`config.mk`:
```
export PLATFORM = sky130hd
export DESIGN_NAME = decode_queue_flat
export DESIGN_NICKNAME = d
export VERILOG_FILES = /design/src/rtl/decode_queue_if.sv /design/src/rtl/decode_queue.sv /design/src/flat_wrapper.sv
export SDC_FILE = /design/constraint.sdc
export NUM_CORES = 1
export LEC_CHECK = 0
export BUFFER_PORTS_ARGS = -buffer_cell sky130_fd_sc_hd__buf_2
export CAP_MARGIN = 20
export CORE_MARGIN = 10
export CORE_UTILIZATION = 50
export CTS_BUF_LIST = sky130_fd_sc_hd__clkbuf_16
export CTS_CLUSTER_SIZE = 12
export DETAILED_ROUTE_END_ITERATION = 8
export PLACE_DENSITY = 0.82
export REMOVE_ABC_BUFFERS = 1
export SLEW_MARGIN = 10
export SYNTH_ARGS = -nofsm -noshare
export SYNTH_HDL_FRONTEND = slang
export SYNTH_SLANG_ARGS = --single-unit
```
`constraint.sdc`:
```
create_clock -name clk -period 3.3 [get_ports clk]
set_clock_uncertainty 0.1 [all_clocks]
set_input_delay 0.33 -clock clk [delete_from_list [all_inputs] [get_ports clk]]
set_output_delay 0.33 -clock clk [all_outputs]
set_load 0.03 [all_outputs]
```
`src/rtl/decode_queue_if.sv`:
```
// Fetch-side and consumer-side handshake bundle for decode_queue.
interface decode_queue_if #(
    parameter int unsigned XLEN = 32
);
    logic            in_valid;
    logic            in_ready;
    logic [31:0]     in_instr;
    logic [XLEN-1:0] in_pc;
    logic            out_valid;
    logic            out_ready;
    logic [XLEN-1:0] out_pc;
    logic [9:0]      aluCtrl;
    logic [XLEN-1:0] imm;
    logic [5:0]      selA;
    logic [4:0]      selB;
    logic [5:0]      selOut;
    logic            imm_en;
    logic            mem_rd;
    logic            mem_wr;
    logic            branch;
    logic            jump;
    logic            illegal;

    modport master (
        output in_valid, in_instr, in_pc, out_ready,
        input  in_ready, out_valid, out_pc, aluCtrl, imm, selA, selB, selOut,
               imm_en, mem_rd, mem_wr, branch, jump, illegal
    );

    modport slave (
        input  in_valid, in_instr, in_pc, out_ready,
        output in_ready, out_valid, out_pc, aluCtrl, imm, selA, selB, selOut,
               imm_en, mem_rd, mem_wr, branch, jump, illegal
    );
endinterface

```
`src/rtl/decode_queue.sv`:
```
// RV32I instruction FIFO followed by a registered decode stage.
// Define DECODE_QUEUE_BYPASS_EN to decode straight into the output register when the FIFO is empty.
module decode_queue #(
    parameter int unsigned XLEN   = 32,
    parameter int unsigned QDEPTH = 4
) (
    input  logic                           clk,
    input  logic                           reset,
    input  logic                           flush,
    output logic [$clog2(QDEPTH+1)-1:0]    count,
    decode_queue_if.slave                  bus
);
    localparam int unsigned PW = $clog2(QDEPTH);
    localparam int unsigned CW = $clog2(QDEPTH + 1);

    typedef enum logic [6:0] {
        OP_R      = 7'b0110011,
        OP_IMM    = 7'b0010011,
        OP_JALR   = 7'b1100111,
        OP_LOAD   = 7'b0000011,
        OP_STORE  = 7'b0100011,
        OP_BRANCH = 7'b1100011,
        OP_LUI    = 7'b0110111,
        OP_AUIPC  = 7'b0010111,
        OP_JAL    = 7'b1101111
    } opcode_e;

    typedef struct packed {
        logic [9:0]      alu_ctrl;
        logic [XLEN-1:0] imm;
        logic [5:0]      sel_a;
        logic [4:0]      sel_b;
        logic [5:0]      sel_out;
        logic            imm_en;
        logic            mem_rd;
        logic            mem_wr;
        logic            branch;
        logic            jump;
        logic            illegal;
    } dec_t;

    function automatic dec_t decode(input logic [31:0] inst);
        dec_t        d;
        logic [31:0] imm32;
        logic [5:0]  rs1;
        logic [5:0]  rd;
        d     = '0;
        imm32 = '0;
        rs1   = {1'b0, inst[19:15]};
        rd    = {1'b0, inst[11:7]};
        // Opcode compare covers inst[1:0] == 2'b11, so compressed encodings fall to default
        case (opcode_e'(inst[6:0]))
            OP_R: begin
                d.sel_a    = rs1;
                d.sel_b    = inst[24:20];
                d.sel_out  = rd;
                d.alu_ctrl = {inst[31:25], inst[14:12]};
            end
            OP_IMM: begin
                d.sel_a   = rs1;
                d.sel_out = rd;
                d.imm_en  = 1'b1;
                if (inst[13:12] == 2'b01) begin
                    d.alu_ctrl = {inst[31:25], inst[14:12]};
                    imm32      = {27'd0, inst[24:20]};
                end else begin
                    d.alu_ctrl = {7'd0, inst[14:12]};
                    imm32      = {{20{inst[31]}}, inst[31:20]};
                end
            end
            OP_JALR, OP_LOAD: begin
                d.sel_a   = rs1;
                d.sel_out = rd;
                d.imm_en  = 1'b1;
                imm32     = {{20{inst[31]}}, inst[31:20]};
                d.jump    = (inst[6:0] == OP_JALR);
                d.mem_rd  = (inst[6:0] == OP_LOAD);
            end
            OP_STORE: begin
                d.sel_a  = rs1;
                d.sel_b  = inst[24:20];
                d.imm_en = 1'b1;
                d.mem_wr = 1'b1;
                imm32    = {{20{inst[31]}}, inst[31:25], inst[11:7]};
            end
            OP_BRANCH: begin
                d.sel_a    = rs1;
                d.sel_b    = inst[24:20];
                d.alu_ctrl = {7'b0100000, inst[14:12]};
                d.branch   = 1'b1;
                imm32      = {{19{inst[31]}}, inst[31], inst[7], inst[30:25], inst[11:8], 1'b0};
            end
            OP_LUI, OP_AUIPC: begin
                d.sel_a   = (inst[6:0] == OP_AUIPC) ? 6'h20 : 6'h00;
                d.sel_out = rd;
                d.imm_en  = 1'b1;
                imm32     = {inst[31:12], 12'd0};
            end
            OP_JAL: begin
                d.sel_a   = 6'h20;
                d.sel_out = rd;
                d.imm_en  = 1'b1;
                d.jump    = 1'b1;
                imm32     = {{11{inst[31]}}, inst[31], inst[19:12], inst[20], inst[30:21], 1'b0};
            end
            default: d.illegal = 1'b1;
        endcase
        d.imm = XLEN'($signed(imm32));
        return d;
    endfunction

    logic [31:0]     instr_mem [QDEPTH];
    logic [XLEN-1:0] pc_mem    [QDEPTH];
    logic [PW-1:0]   wr_ptr;
    logic [PW-1:0]   rd_ptr;
    logic            out_valid_q;
    logic [XLEN-1:0] pc_q;
    dec_t            dec_q;

    logic push;
    logic out_free;
    logic load;
    logic bypass;
    logic fifo_wr;

    assign bus.in_ready = !reset && !flush && (count != CW'(QDEPTH));
    assign push         = bus.in_valid && bus.in_ready;
    assign out_free     = !out_valid_q || bus.out_ready;
    assign load         = (count != '0) && out_free;
`ifdef DECODE_QUEUE_BYPASS_EN
    assign bypass       = push && (count == '0) && out_free;
`else
    assign bypass       = 1'b0;
`endif
    assign fifo_wr      = push && !bypass;

    always_ff @(posedge clk) begin
        if (fifo_wr) begin
            instr_mem[wr_ptr] <= bus.in_instr;
            pc_mem[wr_ptr]    <= bus.in_pc;
        end
    end

    always_ff @(posedge clk) begin
        if (reset) begin
            wr_ptr      <= '0;
            rd_ptr      <= '0;
            count       <= '0;
            out_valid_q <= 1'b0;
            pc_q        <= '0;
            dec_q       <= '0;
        end else if (flush) begin
            wr_ptr      <= '0;
            rd_ptr      <= '0;
            count       <= '0;
            out_valid_q <= 1'b0;
        end else begin
            if (fifo_wr) begin
                wr_ptr <= wr_ptr + 1'b1;
            end
            if (load) begin
                rd_ptr      <= rd_ptr + 1'b1;
                dec_q       <= decode(instr_mem[rd_ptr]);
                pc_q        <= pc_mem[rd_ptr];
                out_valid_q <= 1'b1;
            end else if (bypass) begin
                dec_q       <= decode(bus.in_instr);
                pc_q        <= bus.in_pc;
                out_valid_q <= 1'b1;
            end else if (out_valid_q && bus.out_ready) begin
                out_valid_q <= 1'b0;
            end
            count <= count + CW'(fifo_wr) - CW'(load);
        end
    end

    assign bus.out_valid = out_valid_q;
    assign bus.out_pc    = pc_q;
    assign bus.aluCtrl   = dec_q.alu_ctrl;
    assign bus.imm       = dec_q.imm;
    assign bus.selA      = dec_q.sel_a;
    assign bus.selB      = dec_q.sel_b;
    assign bus.selOut    = dec_q.sel_out;
    assign bus.imm_en    = dec_q.imm_en;
    assign bus.mem_rd    = dec_q.mem_rd;
    assign bus.mem_wr    = dec_q.mem_wr;
    assign bus.branch    = dec_q.branch;
    assign bus.jump      = dec_q.jump;
    assign bus.illegal   = dec_q.illegal;
endmodule

```
`src/flat_wrapper.sv`:
```
// flat-port wrapper written by rule: the top's interface ports become plain ports
module decode_queue_flat 
#(
    parameter int unsigned XLEN   = 32,
    parameter int unsigned QDEPTH = 4
)
  (clk, reset, flush, count, bus_in_valid, bus_in_instr, bus_in_pc, bus_out_ready, bus_in_ready, bus_out_valid, bus_out_pc, bus_aluCtrl, bus_imm, bus_selA, bus_selB, bus_selOut, bus_imm_en, bus_mem_rd, bus_mem_wr, bus_branch, bus_jump, bus_illegal);
  decode_queue_if #(.XLEN(XLEN)) bus_i ();
  input  logic clk;
  input  logic reset;
  input  logic flush;
  output logic [$clog2(QDEPTH+1)-1:0] count;
  input wire logic [$bits(bus_i.in_valid)-1:0] bus_in_valid;
  input wire logic [$bits(bus_i.in_instr)-1:0] bus_in_instr;
  input wire logic [$bits(bus_i.in_pc)-1:0] bus_in_pc;
  input wire logic [$bits(bus_i.out_ready)-1:0] bus_out_ready;
  output wire logic [$bits(bus_i.in_ready)-1:0] bus_in_ready;
  output wire logic [$bits(bus_i.out_valid)-1:0] bus_out_valid;
  output wire logic [$bits(bus_i.out_pc)-1:0] bus_out_pc;
  output wire logic [$bits(bus_i.aluCtrl)-1:0] bus_aluCtrl;
  output wire logic [$bits(bus_i.imm)-1:0] bus_imm;
  output wire logic [$bits(bus_i.selA)-1:0] bus_selA;
  output wire logic [$bits(bus_i.selB)-1:0] bus_selB;
  output wire logic [$bits(bus_i.selOut)-1:0] bus_selOut;
  output wire logic [$bits(bus_i.imm_en)-1:0] bus_imm_en;
  output wire logic [$bits(bus_i.mem_rd)-1:0] bus_mem_rd;
  output wire logic [$bits(bus_i.mem_wr)-1:0] bus_mem_wr;
  output wire logic [$bits(bus_i.branch)-1:0] bus_branch;
  output wire logic [$bits(bus_i.jump)-1:0] bus_jump;
  output wire logic [$bits(bus_i.illegal)-1:0] bus_illegal;
  assign bus_i.in_valid = bus_in_valid;
  assign bus_i.in_instr = bus_in_instr;
  assign bus_i.in_pc = bus_in_pc;
  assign bus_i.out_ready = bus_out_ready;
  assign bus_in_ready = bus_i.in_ready;
  assign bus_out_valid = bus_i.out_valid;
  assign bus_out_pc = bus_i.out_pc;
  assign bus_aluCtrl = bus_i.aluCtrl;
  assign bus_imm = bus_i.imm;
  assign bus_selA = bus_i.selA;
  assign bus_selB = bus_i.selB;
  assign bus_selOut = bus_i.selOut;
  assign bus_imm_en = bus_i.imm_en;
  assign bus_mem_rd = bus_i.mem_rd;
  assign bus_mem_wr = bus_i.mem_wr;
  assign bus_branch = bus_i.branch;
  assign bus_jump = bus_i.jump;
  assign bus_illegal = bus_i.illegal;
  decode_queue #(.XLEN(XLEN), .QDEPTH(QDEPTH)) u_core (.clk(clk), .reset(reset), .flush(flush), .count(count), .bus(bus_i));
endmodule
```
==> impl_metrics.json, run 1 <==
{
  "status": "complete, no violations",
  "grt_overflow_total": 0,
  "slew_headroom_pct": 37.9,
  "async_flop_share_pct": 0,
  "critical-path-max-stage-delay_ns": 0.69,
  "start_kind": "flop",
  "synth_edf_count": 256,
  "hold_viol_final": 0,
  "fin_total_pwr_mw": 11.5,
  "start_util_pct": 50.9,
  "setup_viol": 0,
  "path_clk_slew_ns": 0.06,
  "power.leakage_nw": 5.99,
  "grt_first_pass_wirelength_um": 48300,
  "die_y_um": 186,
  "synth_area_leaders": "edfxtp_1 56%, dfxtp_1 15%, mux4_2 9.9%",
  "wl_per_cell_um": 21.9,
  "synthFlopType": "edfxtp_1",
  "io_buffers": 169,
  "period_needed_ns": 3.11,
  "fp.dieArea_um2": 34400,
  "rows": 60,
  "cts_made_buffers": 38,
  "post-route-period-util_pct": 94.1,
  "cts_max_level": 2,
  "cp-end-kind": "flop",
  "synth_warnings": 0,
  "clockBufferDepth": 3,
  "ys_seq_elements": 362,
  "whs_ns": 0.0690,
  "path_class": "flop to flop",
  "fmax_ghz": 0.322,
  "cts_tree": "done",
  "wl_met2_um": 15600,
  "ir_drop_mv": 0.663,
  "required_ns": 3.53,
  "clk_latency_ns": 0.51,
  "synth_cell_types": 68,
  "hp-class": "input port to flop",
  "p_seq_share_pct": 45.6,
  "tns_ns": 0,
  "gp_congestion": 0.813,
  "grt_max_degree": 56,
  "cp_max_fo": 16,
  "drt-pass1-iter-count": 6,
  "wl_met3_um": 2680,
  "ios": 171,
  "crit_arrival_ns": 3.34,
  "top_layer": "met5",
  "grt_pass1_vias": 8552,
  "gr-usage-all-layers_pct": 18.0,
  "ctsHoldBuffers": 64,
  "power.density_nw_per_um2": 682,
  "hpwl_um": 19800,
  "grt_antenna_before_repair": 3,
  "vias": 8384,
  "ctsResizeCount": 0,
  "drv_cap": 0,
  "cpMaxStageDelayCell": "o211ai_1",
  "cts_setup_buffers": 0,
  "via_per_inst": 5.81,
  "yosysTopAreaCell": "edfxtp_1",
  "pwr-share-clk_pct": 34.7,
  "tightest_slew_ns": 0.931,
  "synthCells": 832,
  "final_cells": 1443,
  "wirelength_met1_um": 12800,
  "synth_top_area_share_pct": 56.1,
  "cts_sinks": 362,
  "p_sw_share_pct": 28.1,
  "nets": 1146,
  "syn_area_per_cell_um2": 16.5,
  "drc": 0,
  "power.switching_mw": 3.22,
  "combinationalPowerShare_pct": 19.7,
  "drive_above_1_share_pct": 30.1,
  "rsz0062_at_grt": "false",
  "root_buffer": "clkbuf_16",
  "crit_chain": "buf_4 > mux4_1 > and3b_1 > nor4_2 > o211ai_1 > o21ai_0",
  "die_w_um": 186,
  "dp.cells": 1307,
  "netlist_area_um2": 13700,
  "slew_viol_final": 0,
  "ant_nets": 0,
  "areaGrowthSynthToFinish_pct": 22.5,
  "p_int_mw": 8.23,
  "drt-total-wl_um": 31600,
  "dr.first_iter.drc_count": 591,
  "synth_seq_area_share_pct": 71.6,
  "core-area_um2": 27000
}
[cells by family (layout without fill, tap and decap cells)]
family / count (synthesis) / count (layout) / synth area share [%]
and+or+nand+nor: 181 / 181 / 7.05
buffers and inverters: 62 / 329 / 2.07
other: 1 / 4 / 0.0274
AOI/OAI and AO/OA: 150 / 150 / 7.89
xor gates and xnor gates: 5 / 5 / 0.319
muxes: 64 / 64 / 10.4
DFF: 362 / 362 / 71.6
adders and majority gates: 7 / 7 / 0.694
[state kept, by name, summed over array words and instances, names as in the netlist, 2 cells and up, named ones only]
register and count:
u_core.instr_mem 128, u_core.pc_mem 128, u_core.bus.imm 32, u_core.bus.out_pc 32, u_core.bus.aluCtrl 10, u_core.bus.selA 6
u_core.bus.selB 5, u_core.bus.selOut 5, u_core.count 3, u_core.rd_ptr 2, u_core.wr_ptr 2
[final cells by class]
class | instances | area, um^2
flip-flops and latches | 362 | 9810
well taps | 341 | 427
diodes | 3 | 7.51
fillers | 1924 | 10200
inverters | 7 | 26.3
clock buffers | 42 | 1050
clock inverters | 27 | 128
repair buffers | 253 | 1700
multi-input cells | 408 | 3650
[power by group through the flow]
stage	clock network (mW)	registers, mW	logic (mW)
2_1_floorplan	0	5.64	1.14
3_3_place_gp	0	5.31	2.14
3_5_place_dp	0	5.32	2.18
4_1_cts	4.04	5.23	2.26
5_1_grt	4.24	5.25	2.44
6_report	3.98	5.23	2.25
[Yosys cell counts (7+ instances only)]
cell      instances
a21oi_1          45
a22o_1           19
a22oi_1          14
a31oi_1          13
a32oi_1           7
and2_1           14
buf_2             8
clkbuf_1         34
dfxtp_1         106
edfxtp_1        256
inv_1             7
mux4_2           60
nand2_1          81
nand3_1           8
nor2_1           29
nor3_1            7
o211ai_1          9
o211ai_2          8
o21ai_1          13
[per-layer routing]
metal / up-vias / track usage [%]
li1: 3740 / -
met3: 44 / 4.21
met4: 2 / 4.13
met2: 339 / 30.5
met5: - / 0
met1: 4259 / 23.1
[worst max-delay path: cells and delay by family (launching register included)]
family	cells	cell delay, ns
compound gates	2	0.90
mux	1	0.65
flops	1	0.55
simple gates	2	0.38
buf+inv	1	0.33
[stage by stage]
step / area [um^2] / setup WS (ns) / utilization [%]
floorplan: 13500 / -1.81 / -
global placement: 15000 / 0.340 / 55.5
detailed placement: 15000 / 0.211 / 55.5
CTS: 16800 / 0.183 / 62.3
global route: 16800 / 0.0166 / 62.3
finish: 16800 / 0.195 / 62.3
[cell usage in the layout, fill, tap and decap left out, drive strengths merged, types with 25 or more instances in the layout]
cell | netlist | layout
nor2 | 29 | 29
nand2 | 81 | 81
dfxtp | 106 | 106
mux4 | 62 | 62
clkbuf | 34 | 42
a21oi | 45 | 45
dlygate4sd3 | 0 | 64
edfxtp | 256 | 256
inv | 7 | 25
buf | 21 | 189
[path summary, 6_finish.rpt]
| kind | start | endpoint | slack [ns] | cells past startpoint |
|---|---|---|---|---|
| setup / recovery | flop | u_core.bus.imm[24] | 0.19 | 6 |
| hold / removal | bus_out_ready | u_core.bus.out_valid | 0.07 | 4 |
| setup reg to reg | flop | u_core.bus.imm[24] | 0.19 | 6 |
| hold reg to reg | u_core.bus.out_pc[31] | u_core.bus.out_pc[31] | 0.35 | 2 |
No activity file was read; power rests on OpenSTA's default activity.
==> run 2, diff against run 1 <==
CORE_UTILIZATION = 52   (was 50)
PLACE_DENSITY = 0.85   (was 0.82)
==> run 2 against run 1 <==
Effect of this change:
- combinational power about the same
- critical path type unchanged
- cell count decreased by 0.49%
- total power is 0.43% lower
- largest cell class unchanged
==> impl_metrics.json, run 2 (same netlist as run 1, synthesis figures left out) <==
{
  "cp-end-kind": "flop",
  "rsz0062_at_grt": "false",
  "post-route-period-util_pct": 84.8,
  "start_kind": "flop",
  "power.density_nw_per_um2": 680,
  "final_common_cell": "edfxtp_1",
  "reg_top3": "u_core.instr_mem (128), u_core.pc_mem (128)",
  "r2r-end": "u_core.bus.imm[16]",
  "cts_made_buffers": 38,
  "gp_congestion": 0.816,
  "areaGrowthSynthToFinish_pct": 22.3,
  "drive_above_1_share_pct": 30.2,
  "tns_ns": 0,
  "drt-pass1-iter-count": 5,
  "drc": 0,
  "fp.dieArea_um2": 33300,
  "hold_viol_final": 0,
  "clk_latency_ns": 0.51,
  "reg2reg_depth": 5,
  "required_ns": 3.65,
  "drv_cap": 0,
  "root_buffer": "clkbuf_16",
  "final_cell_mix": "256 x edfxtp_1, 169 x buf_2, 103 x dfxtp_1",
  "cts_sinks": 362,
  "fmax_ghz": 0.357,
  "clockBufferDepth": 3,
  "setup_viol": 0,
  "slew_viol_final": 0,
  "grt_antenna_before_repair": 3,
  "period_needed_ns": 2.80,
  "nets": 1146,
  "crit_arrival_ns": 3.15,
  "ir_drop_mv": 0.517,
  "grt_max_degree": 56,
  "ant_nets": 0,
  "cts_tree": "done",
  "io_buffers": 169,
  "core-area_um2": 26000,
  "path_clk_slew_ns": 0.06,
  "via_per_inst": 5.74,
  "start_util_pct": 52.8,
  "slew_headroom_pct": 37.8,
  "ctsResizeCount": 0,
  "die_y_um": 182,
  "gr-usage-all-layers_pct": 18.1,
  "grt_pass1_vias": 8682,
  "path_class": "flop to flop",
  "rows": 59,
  "whs_ns": 0.0827,
  "hp-class": "input port to flop",
  "vias": 8237,
  "grt_overflow_total": 0,
  "wl_per_cell_um": 21.3,
  "cts_max_level": 2,
  "hpwl_um": 19600,
  "grt_first_pass_wirelength_um": 48500,
  "rrSetupSlack_ns": 0.50,
  "status": "complete, no violations",
  "cp_max_fo": 17,
  "timing.critical_path.to": "u_core.bus.imm[16]",
  "tightest_slew_ns": 0.932,
  "drt-total-wl_um": 30600,
  "die_w_um": 182,
  "power.leakage_nw": 5.99,
  "ios": 171,
  "dr.first_iter.drc_count": 878
}
-- run 2: changes by cell type in the layout (fill, tap and decap cells not counted), sizes merged --
cell	before	now
clkinvlp	0	1
inv	25	28
clkinv	8	5
diode	3	2
clkbuf	42	41
-- run 2: power by group --
part	internal, mW	switching, mW	leakage (nW)
Combinational	0.823	1.45	2.18
Sequential	5.07	0.143	3.17
Clock	2.30	1.62	0.636
-- run 2: per-stage QoR --
stage	cells	power (mW)	worst slack [ns]	util, %	instance area (um^2)
6_report	1436	11.4	0.502	64.5	16800
2_1_floorplan	777	6.78	-1.81	-	13500
5_1_grt	1435	11.9	0.270	64.5	16800
3_3_place_gp	1301	7.45	0.593	57.6	15000
3_5_place_dp	1301	7.51	0.506	57.6	15000
4_1_cts	1434	11.5	0.471	64.5	16800
-- run 2: area by class of cell --
class                           count  area (um^2)
Fill cell                        1774         9220
Tap cell                          335          419
Timing Repair Buffer              253         1700
Sequential cell                   362         9810
Clock inverter                     28          135
Multi-Input combinational cell    408         3650
Inverter                            7         26.3
Clock buffer                       41         1030
Antenna cell                        2         5.00
-- run 2: worst min-delay path by stage --
stage                       start                    to  slack, ns  depth (start not counted)
6_report            bus_out_ready  u_core.bus.out_valid       0.08                          4
5_1_grt             bus_out_ready  u_core.bus.out_valid       0.08                          4
4_1_cts             bus_out_ready  u_core.bus.out_valid       0.06                          4
3_5_place_dp   u_core.bus.imm[31]    u_core.bus.imm[31]       0.34                          2
3_3_place_gp      u_core.bus.jump       u_core.bus.jump       0.34                          2
2_1_floorplan               reset     u_core.bus.imm[0]       0.29                          1
-- run 2: critical path, stage by stage, from the launching register on --
cell,delay (ns)
dfxtp_1,0.69
mux4_2,0.65
o41ai_4,0.22
nor3_4,0.51
o31a_1,0.39
a22o_1,0.18
-- run 2: repair_timing --
action                                 CTS  global route
hold buffers                            64             0
endpoints found under the hold margin  256             0
setup buffers                            0             0
-- run 2: layer usage --
layer / vias up / track usage, % / part of all wire (%)
met5: - / 0 / 0.036
met4: 2 / 4.62 / 1.7
met3: 47 / 4.91 / 8.5
met2: 342 / 30.3 / 49
met1: 4108 / 22.9 / 40
li1: 3738 / - / -
